[config.mk]
export PLATFORM = sky130hd
export DESIGN_NAME = pipe_stage_fifo
export DESIGN_NICKNAME = d
export VERILOG_FILES = /design/src/rtl/pipe_stage_fifo.sv
export SDC_FILE = /design/constraint.sdc
export NUM_CORES = 1
export LEC_CHECK = 0
export ABC_AREA = 1
export CAP_MARGIN = 30
export CORE_MARGIN = 3
export CORE_UTILIZATION = 47
export CTS_BUF_LIST = sky130_fd_sc_hd__clkbuf_4 sky130_fd_sc_hd__clkbuf_8
export DETAILED_ROUTE_END_ITERATION = 10
export PLACE_DENSITY = 0.89
export SETUP_SLACK_MARGIN = 0.2
export SYNTH_ARGS = -nofsm -noshare
export SYNTH_HDL_FRONTEND = slang
export SYNTH_SLANG_ARGS = --single-unit
[constraint.sdc]
create_clock -name clk -period 3.84 [get_ports clk]
set_input_delay 1.152 -clock clk [delete_from_list [all_inputs] [get_ports clk]]
set_output_delay 1.152 -clock clk [all_outputs]
set_load 0.02 [all_outputs]
[src/rtl/pipe_stage_fifo.sv]
// Elastic pipeline-stage buffer: DEPTH-entry circular FIFO carrying an opaque DATA_W record.
// One-cycle latency, no bypass; in_ready and out_valid come from registers only, so a pop never frees a slot in the same cycle.
module pipe_stage_fifo #(
   parameter int DATA_W = 64,
   parameter int DEPTH  = 2,
   parameter int CNT_W  = 32
) (
   input  logic                     clk,
   input  logic                     reset,
   input  logic                     in_valid,
   input  logic [DATA_W-1:0]        in_data,
   output logic                     in_ready,
   output logic                     out_valid,
   output logic [DATA_W-1:0]        out_data,
   input  logic                     out_ready,
   input  logic                     flush,
   output logic [$clog2(DEPTH):0]   count,
   output logic [CNT_W-1:0]         stall_cnt,
   output logic [CNT_W-1:0]         flush_cnt
);

   localparam int PTR_W = $clog2(DEPTH);
   localparam int CW    = PTR_W + 1;
   localparam logic [CW-1:0] FULL = CW'(DEPTH);

   logic [DATA_W-1:0] mem [DEPTH];
   logic [PTR_W-1:0]  rd_ptr;
   logic [PTR_W-1:0]  wr_ptr;
   logic              push;
   logic              pop;

   assign in_ready  = (count != FULL);
   assign out_valid = (count != '0);
   assign out_data  = mem[rd_ptr];

   assign push = in_valid & in_ready & ~flush;
   assign pop  = out_valid & out_ready & ~flush;

   // Payload storage is never reset or cleared; out_data is only meaningful with out_valid.
   always_ff @(posedge clk) begin
      if (push) begin
         mem[wr_ptr] <= in_data;
      end
   end

   always_ff @(posedge clk or negedge reset) begin
      if (!reset) begin
         rd_ptr    <= '0;
         wr_ptr    <= '0;
         count     <= '0;
         stall_cnt <= '0;
         flush_cnt <= '0;
      end else begin
         if (out_valid && !out_ready && !flush) begin
            stall_cnt <= stall_cnt + CNT_W'(1);
         end
         if (flush && (count != '0)) begin
            flush_cnt <= flush_cnt + CNT_W'(1);
         end

         if (flush) begin
            rd_ptr <= '0;
            wr_ptr <= '0;
            count  <= '0;
         end else begin
            if (push) begin
               wr_ptr <= wr_ptr + PTR_W'(1);
            end
            if (pop) begin
               rd_ptr <= rd_ptr + PTR_W'(1);
            end
            case ({push, pop})
               2'b10:   count <= count + CW'(1);
               2'b01:   count <= count - CW'(1);
               default: count <= count;
            endcase
         end
      end
   end

endmodule

==> impl_results.md, run 1 <==
- CTS H-tree depth: 4
- Period utilisation layout: ~90%
- CTS sink cnt: roughly 200
- Startpoint types: register
- Num ports: between 200 and 250
- Cts hold-fix bufs: 0
- Clk root buf: clkbuf_8
- Most frequent cell after synthesis: nand2_1
- Worst-Margin Slew: 876.6 ps
- Vias in the first global route: approximately 6100
- Adder-cell share of the synthesized area: less than 1%
- CTS tree: done
- Peak supply drop: roughly 0.45 mV
- Die Y: 140.0 um
- Simple-gate share of the synthesized area: between 20% and 30%
- Final WL: between 15000 and 20000 um
- RSZ-0062 raised after global routing: no
- Post-synth EDFFs: 128
- Setup Fix Bufs, Post-CTS: 0
- Ant. Diodes: 0
- Fmax: approximately 0.29 GHz
- IO Port Bufs: 200
- Kind of critical path: reg2out
- Mux share of post-synthesis cell area: 0%
- Ys Warns: 0
- Core box area: roughly 0.017 mm^2
- Final Setup Violations: 0
- Setup TNS: 0 ps
- Worst-Skew Late Latency: 450 ps
- Critical Path RT: 2690 ps
- Syn_nets: a little under 900
- Resized cells post-CTS: 0
- Leak pwr: roughly 4.8 nW
- Cts bufs inserted: 17
- Initial antenna violation count: 0
- Layout cells sized above 1: 7.457%
- Power per Cell Area: just under 500 mW/mm^2
- Yosys reg bits: slightly below 200
- Avg Vias per Cell: between 4 and 5
- Nets: around 1100
- First-pass GRT wire length: approximately 31000 um
- Final ANT Viol Nets: 0
- Post-synthesis cell count: 819
- Async SR Flop Fraction: 34.69%
- Via Count: 6183
- Syn avg cell area: a little over 10 um^2
- Synth Flop Type: edfxtp_1
- Initial Util: between 40% and 50%
- Distinct cell type count after synthesis: 28
- Final hold vios: 0
- Total die area: approximately 0.020 mm^2
- Area taken by multi-input logic gates: between 0.002 and 0.003 mm^2
- Hold_ws: 512.3 ps
- Max-capacitance violation count: 0
- DRC: 0
- Kind of path behind the tightest hold check: reg2reg
- FF+latch area: 0.005547 mm^2
- Synth top cells by count: nand2_1 (346), edfxtp_1 (128), inv_1 (76)
- Slew Limit Headroom: just over 40%
- Min cycle time layout: between 3000 and 4000 ps
- Status: completed
- Finished layout cell area: about 0.011 mm^2
- Overall Global Routing Usage: roughly a fifth
- Cell taking the most area after synthesis: edfxtp_1
- Clock buffer depth: 2
- Largest net degree at the start of global routing: 66
- Fillcell total: about 1400
- # rows: between 40 and 50
- WP data arrival: 2270 ps
- Number of max-slew violations in the final report: 0
- Die width: 140.0 um
- Routed WL per cell: ~15 um
- Cell area after synthesis: roughly 0.0084 mm^2
- Placed Area: around 0.011 mm^2
- Worst Skew: 16.64 ps
- Max FO, Critical Path: 65
- Starting DRT DRC Count: 354
- Xor and xnor area share after synthesis: between 4 and 5%
- Combinational family with the most area after synthesis: simple AND/OR/NAND/NOR gates
- Sequential cell area fraction in the yosys report: 65.75%
- Pre-antenna DRT Iters: 4
- Layout area overhead: 33.33%
- Top cell type's share of synthesized area: between 40% and 50%
- Leading post-synthesis cells by cell area: edfxtp_1 (46%), dfrtp_1 (20%), nand2_1 (15%)
- DP HPWL: about 14000 um
- Endpoint type of the worst setup path: primary output
- Complex-gate fraction of the synthesized area: less than 1%
- Grt total ovfl: 0
- Clock slew at reported path FFs: 110 ps
- Routability cong.: approximately 0.89
[area by class of cell]
class	count	share of cell area, %
multi-input cells	532	22.76
clock buffers	18	2.147
repair buffers	209	18.80
flip-flops and latches	196	49.32
clock inverters	14	1.869
well taps	225	2.503
inverters	77	2.592
[power by group]
| group | switching (mW) | leakage, nW | internal [mW] | total (mW) |
|---|---|---|---|---|
| Clock | 0.759 | 0.225 | 0.687 | 1.45 |
| Combinational | 0.886 | 2.48 | 0.656 | 1.54 |
| Sequential | 0.112 | 2.07 | 2.44 | 2.55 |
| Total | 1.76 | 4.77 | 3.78 | 5.54 |
[cells by family after synthesis]
logic type	after synthesis
adder cells (fa/ha/maj)	2
buffers and inverters	91
AND/OR/NAND/NOR	484
flip-flops	196
XOR/XNOR	42
AO/OA/AOI/OAI	4
[worst max-delay path: stages (launching register included)]
cell and delay (ps):
dfrtp_2 380, buf_4 530, nand2_1 120, nand2_1 120, clkdlybuf4s50_1 610
[per-layer routing]
layer | vias up | GRT usage (%) | wire, um
met4 | 0 | 5.405 | 297
met3 | 22 | 4.029 | 1325
met1 | 2871 | 26.05 | 7904
li1 | 3053 | - | -
met5 | - | 0 | 0
met2 | 237 | 34.24 | 9556
[worst paths after layout]
| check | start | endpoint | slack [ps] | cells past startpoint |
|---|---|---|---|---|
| worst min-delay path | stall_cnt[31] | stall_cnt[31] | 510 | 2 |
| worst max register to register | count[0] | mem[0][49] | 1850 | 7 |
| worst max-delay path | rd_ptr | out_data[16] | 420 | 4 |
| max in group asynchronous | reset | flush_cnt[10] | 2240 | 2 |
| worst min register to register | stall_cnt[31] | stall_cnt[31] | 510 | 2 |
| min in group asynchronous | reset | stall_cnt[23] | 800 | 1 |
[stage by stage]
stage | std cells | utilization (%) | worst slack [ps] | power [mW]
after floorplan | 819 | - | 368.0 | 3.379
after global placement | 1239 | 61.98 | 810.4 | 4.116
after detailed placement | 1239 | 61.98 | 836.1 | 4.151
after CTS | 1271 | 64.57 | 350.4 | 5.597
after global routing | 1271 | 64.57 | 258.3 | 5.823
final | 1271 | 64.57 | 420.8 | 5.535
[state kept, by name, indices dropped and copies added, names as in the netlist]
name	flops
rd_ptr	1
wr_ptr	1
mem	128
count	2
stall_cnt	32
flush_cnt	32
[placed cells by master, fill, tap and decap left out, drive strengths merged, types with 11 or more instances in the layout]
master,Yosys,layout
edfxtp,128,128
nor3,11,11
inv,77,84
nand4,19,19
nand2,353,353
xor2,15,15
dfrtp,68,68
nand3,34,34
nor2,64,64
xnor2,27,27
clkbuf,10,18
clkdlybuf4s50,0,199
Note: power is estimated with default switching activity, not from simulation.
==> run 2: changes to the inputs <==
Settings changed: CELL_PAD_IN_SITES_DETAIL_PLACEMENT set to 1, CELL_PAD_IN_SITES_GLOBAL_PLACEMENT set to 1, CORE_UTILIZATION 47 to 36, SLEW_MARGIN set to 20.
==> run 2 against run 1 <==
Effect of this change:
- clock-buffer cell count down 1
- clock skew up 8.9 ps
- via count up 3.9%
- design area up 0.51%
- flip-flop and latch count unchanged
- sequential share of layout area down 0.25 points
- clock power down 3%
- cell count up 6.9%
- highest routed layer is now met5
==> impl_results.md, run 2 (same netlist as run 1, synthesis figures left out) <==
- Worst Hold Depth: 2
- Endpoint type of the worst setup path: primary output
- CTS tree: done
- Finished layout cell area: between 0.01 and 0.015 mm^2
- Fillcell total: between 2000 and 3000
- Largest Register: mem
- Commonest cells after routing, fill and taps aside: nand2_1 (346), clkdlybuf4s50_1 (199), edfxtp_1 (128)
- Placed Area: about 0.011 mm^2
- Setup Fix Bufs, Post-CTS: 0
- R2r startpoint: count[0]
- Die Y: about 160 um
- Initial Util: between 30% and 40%
- Routed WL per cell: 17.00 um
- Vias in the first global route: about 6900
- First-pass GRT wire length: 37280 um
- Placed insts: roughly 1300
- Slew Limit Headroom: between 60% and 70%
- Avg Vias per Cell: approximately 4.7
- Peak supply drop: about 0.23 mV
- # rows: 55
- Critical Path RT: between 2000 and 3000 ps
- Met3 wire length: ~1200 um
- Number of max-slew violations in the final report: 0
- RSZ-0062 raised after global routing: yes
- Max-capacitance violation count: 0
- Status: completed
- Period utilisation layout: between 90% and 100%
- Pre-CTS WS: 807.4 ps
- Kind of path behind the tightest hold check: reg2reg
- Fmax: between 0.2 and 0.3 GHz
- Final ANT Viol Nets: 0
- Post-route worst setup slack: approximately 340 ps
- Clock buffer depth: 2
- WP data arrival: 2350 ps
- Die width: between 150 and 200 um
- Final Non-Filler Cells: around 1400
- Final Setup Violations: 0
- Overall Global Routing Usage: a little under a fifth
- Top sig layer: met5
- DP HPWL: 17480 um
- Via Count: between 6000 and 7000
- Routability cong.: slightly above 0.8
- Tot Pwr: approximately 5.5 mW
- Reg2Reg Depth: 7
- Min cycle time layout: ~3500 ps
- Power per Cell Area: ~490 mW/mm^2
- Kind of critical path: reg2out
- Initial antenna violation count: 1
- Core box area: 0.02285 mm^2
- Pre-antenna DRT Iters: 4
- Layout cells sized above 1: 7.273%
- CTS sink cnt: slightly below 200
- Clk root buf: clkbuf_8
- Startpoint types: register
- Starting DRT DRC Count: around 330
- M1 WL: 9918 um
- Largest net degree at the start of global routing: between 60 and 70
- Crit Reg-Reg Endpoint: mem[1][52]
- Worst-Margin Slew: between 500 and 600 ps
- Met2 wire len: approximately 12000 um
- Leak pwr: around 4.7 nW
- CTS H-tree depth: 4
- Grt total ovfl: 0
- Num ports: roughly 200
- Final WL: 23100 um
- Max FFs per register: 128
- Max FO, Critical Path: 27
- Final hold vios: 0
- Worst-Skew Late Latency: 460 ps
- Most common cell after layout, fill and taps aside: nand2_1
- Clock slew at reported path FFs: 120 ps
- Worst Skew: roughly 26 ps
- Setup TNS: 0 ps
- HP Start: stall_cnt[31]
- Total die area: approximately 0.025 mm^2
- Layout area overhead: 34.02%
- Nets: 1103
- IO Port Bufs: 200
- Flop-to-flop setup slack: ~1900 ps
- Cts bufs inserted: 17
- DRC: 0
- WHS Endpoint: stall_cnt[31]
- Largest regs: mem x128, flush_cnt x32, stall_cnt x32
==> run 2: changes by cell type in the layout (fill, tap and decap cells not counted) <==
cell        delta
clkinv_4       -1
buf_12         -2
diode_2        +1
inv_8          -2
inv_12         +3
clkbuf_4       -1
inv_6          +1
buf_6          +1
bufinv_16      -3
clkinv_8       +3
clkinvlp_4     -1
clkinv_1       +1
==> run 2: worst max path at each step <==
stage	from	end	slack, ps	cells past startpoint
finish	rd_ptr	out_data[50]	340	5
global placement	rd_ptr	out_data[19]	850	4
global route	rd_ptr	out_data[30]	200	5
CTS	rd_ptr	out_data[50]	270	5
floorplan	in_valid	mem[0][0]	370	4
detailed placement	rd_ptr	out_data[50]	810	5
==> run 2: metrics by stage <==
step                      utilization [%]  hold WS (ps)
after floorplan                         -         551.9
after global placement              47.58         473.1
after detailed placement            47.58         499.8
after CTS                           49.45         530.1
after global routing                49.46         555.4
final                               49.47         512.5
==> run 2: worst max-delay path: stages, from the launching register on <==
cell and delay (ps):
dfrtp_2 430, inv_2 400, buf_4 290, nand2_1 90, nand2_1 80, clkdlybuf4s50_1 600
==> run 2: cell type report <==
type / count / area, um^2 / share of cell area [%]
Clock buffer: 17 / 234.0 / 2.070
Multi-Input combinational cell: 532 / 2560 / 22.65
Clock inverter: 15 / 191.4 / 1.694
Inverter: 77 / 291.5 / 2.579
Timing Repair Buffer: 208 / 2086 / 18.45
Tap cell: 313 / 391.6 / 3.465
Sequential cell: 196 / 5547 / 49.07
Antenna cell: 1 / 2.502 / 0.02214
==> run 2: per-layer routing <==
| layer | GRT usage [%] | vias to the layer above |
|---|---|---|
| met5 | 0 | - |
| met4 | 3.979 | 2 |
| met3 | 4.527 | 21 |
| met2 | 32.44 | 178 |
| met1 | 23.30 | 3178 |
| li1 | - | 3048 |
==> run 2: power breakdown <==
part / leakage [nW] / total, mW / internal (mW) / switching, mW
combinational: 2.47 / 1.58 / 0.648 / 0.932
clock: 0.210 / 1.40 / 0.516 / 0.879
sequential: 2.07 / 2.56 / 2.44 / 0.119
total: 4.75 / 5.53 / 3.60 / 1.93
==> run 2: what timing repair did <==
action	CTS	global route
resized for setup	0	1
hold buffers	0	0
setup endpoints to repair	0	1
==> run 3: changes to the inputs <==
--- a/config.mk
+++ b/config.mk
@@ -16,2 +16,3 @@
 export PLACE_DENSITY = 0.89
+export RECOVER_POWER = 25
 export SETUP_SLACK_MARGIN = 0.2
==> constraint.sdc (replaced) <==
create_clock -name clk -period 3.84 [get_ports clk]
set_input_delay 0.768 -clock clk [delete_from_list [all_inputs] [get_ports clk]]
set_output_delay 0.768 -clock clk [all_outputs]
set_load 0.02 [all_outputs]
==> run 3 against run 2 <==
Effect of this change:
- the flow now finishes with violations (capacitance limit, slew limit)
- combinational power about the same
- die area unchanged
- clock skew down 8.7 ps
- first-iteration DRC count up 4.0%
- global-route usage down 0.31 points
- fmax up 11%
- sequential share of layout area up 0.070 points
- routed wire length down 1.1%
- critical path type unchanged
==> impl_results.md, run 3 (same netlist as run 1, synthesis figures left out) <==
- Initial antenna violation count: 4
- Final Setup Violations: 0
- Switching power: around 1.9 mW
- Routability cong.: slightly above 0.8
- Status: complete, but fails checks
- Fin util: between 40% and 50%
- Crit Reg-Reg Endpoint: mem[0][39]
- Clk root buf: clkbuf_8
- Comb power frac: between 20% and 30%
- Largest net degree at the start of global routing: between 60 and 70
- Worst Skew: ~17 ps
- Die Y: 159.1 um
- Largest Register: mem
- Most common cell after layout, fill and taps aside: nand2_1
- Worst-Margin Slew: between 1500 and 2000 ps
- R2r startpoint: count[0]
- Max FO, Critical Path: 34
- Post-route worst setup slack: between 600 and 700 ps
- Pre-antenna DRT Iters: 4
- Final WL: between 20000 and 25000 um
- Via Count: between 6000 and 7000
- HP Start: stall_cnt[31]
- Total die area: roughly 0.025 mm^2
- Overall Global Routing Usage: 18.19%
- Failing checks: capacitance limit, slew limit
- Final ANT Viol Nets: 0
- WP data arrival: between 2000 and 2500 ps
- Routed WL per cell: roughly 17 um
- FF+latch area: ~0.0055 mm^2
- Power per Cell Area: 483.7 mW/mm^2
- CTS tree: done
- Max-capacitance violation count: 1
- Slew Limit Headroom: -16.75%
- Vias in the first global route: roughly 6900
- Peak supply drop: 0.3102 mV
- Critical Path RT: roughly 3000 ps
- Avg Vias per Cell: between 4 and 5
- Nets: 1100
- Sequential power share: a little under half
- Min cycle time layout: ~3200 ps
- Kind of critical path: reg2out
- IO Port Bufs: 200
- Net Sw Frac: ~34%
- Initial Util: 36.92%
- Reg2Reg Depth: 7
- Cts hold-fix bufs: 0
- Clock slew at reported path FFs: ~110 ps
- Cts bufs inserted: 17
- Number of max-slew violations in the final report: 30
- Core box area: between 0.02 and 0.025 mm^2
- Setup Fix Bufs, Post-CTS: 0
- Num ports: between 200 and 250
- Startpoint types: register
- Die width: 159.1 um
- Fmax: 0.3163 GHz
- WHS Endpoint: stall_cnt[31]
- Endpoint type of the worst setup path: primary output
- RSZ-0062 raised after global routing: no
- Worst-Skew Late Latency: ~460 ps
- CTS sink cnt: between 150 and 200
- Clock share of power: between 20% and 30%
- Area taken by multi-input logic gates: 0.002560 mm^2
- Largest regs: mem x128, flush_cnt x32, stall_cnt x32
- # rows: 55
- Layout cells sized above 1: ~7%
- DRC: 0
- Grt total ovfl: 0
- Pre-CTS WS: approximately 1100 ps
- Clock buffer depth: 2
- Leak pwr: between 4 and 5 nW
- First-pass GRT wire length: roughly 37000 um
- DP HPWL: 17040 um
- Int Power: ~3.6 mW
- Setup TNS: 0 ps
- Resized cells post-CTS: 0
- Flop-to-flop setup slack: approximately 1800 ps
- Worst Hold Depth: 2
- Commonest cells after routing, fill and taps aside: nand2_1 (346), clkdlybuf4s50_1 (146), edfxtp_1 (128)
- Starting DRT DRC Count: 342
- Layout area overhead: 33.82%
- Final hold vios: 0
- Fillcell total: approximately 2500
- Kind of path behind the tightest hold check: reg2reg
- Max FFs per register: 128
- CTS H-tree depth: 4
- Period utilisation layout: between 80% and 90%
## run 3: cell types whose count changed in the layout (fill, tap and decap cells not counted), moves of 2 or more
cell,previous run,this run
clkdlybuf4s50_1,199,146
dlygate4sd3_1,0,53
buf_12,2,4
clkinv_4,0,3
buf_4,5,1
## run 3: layout make-up
class,instances,share of cell area (%)
Multi-Input combinational cell,532,22.68
Timing Repair Buffer,205,18.46
Clock inverter,15,1.574
Tap cell,313,3.470
Sequential cell,196,49.14
Clock buffer,17,2.073
Antenna cell,1,0.02217
Inverter,77,2.583
## run 3: critical path: stages, from the launching register on
cell	delay (ps)
dfrtp_2	420
inv_2	440
buf_12	270
nand2_1	80
nand2_1	80
clkdlybuf4s50_1	630
## run 3: worst max path at each step
stage	slack, ps	end	depth (start not counted)	from
floorplan	640	mem[0][0]	6	count[0]
global placement	1180	mem[0][41]	6	in_valid
detailed placement	1120	out_data[12]	5	rd_ptr
CTS	590	out_data[12]	5	rd_ptr
global route	500	out_data[12]	5	rd_ptr
finish	680	out_data[12]	5	rd_ptr
## run 3: routing by layer
layer	up-vias	GRT usage [%]	share of wire [%]
met5	-	0	0.19
met4	6	3.104	0.78
met3	21	4.527	4.6
met2	169	31.73	50
met1	3084	23.36	44
li1	3038	-	-
## run 3: through the flow
step	power [mW]	instance area [um^2]	cells	hold WS [ps]
after global placement	4.138	10870	1323	477.1
final	5.459	11290	1356	514.2
after detailed placement	4.195	10870	1323	492.5
after CTS	5.558	11290	1355	328.7
after floorplan	3.379	8439	819	472.4
after global routing	5.741	11290	1356	542.2
## run 3: power groups by stage
stage                     clock network [mW]  registers (mW)  logic [mW]
after global placement                     0            2.59        1.55
final                                   1.35            2.56        1.56
after floorplan                            0            2.65       0.734
after detailed placement                   0            2.60        1.59
after CTS                               1.40            2.56        1.60
after global routing                    1.49            2.58        1.68
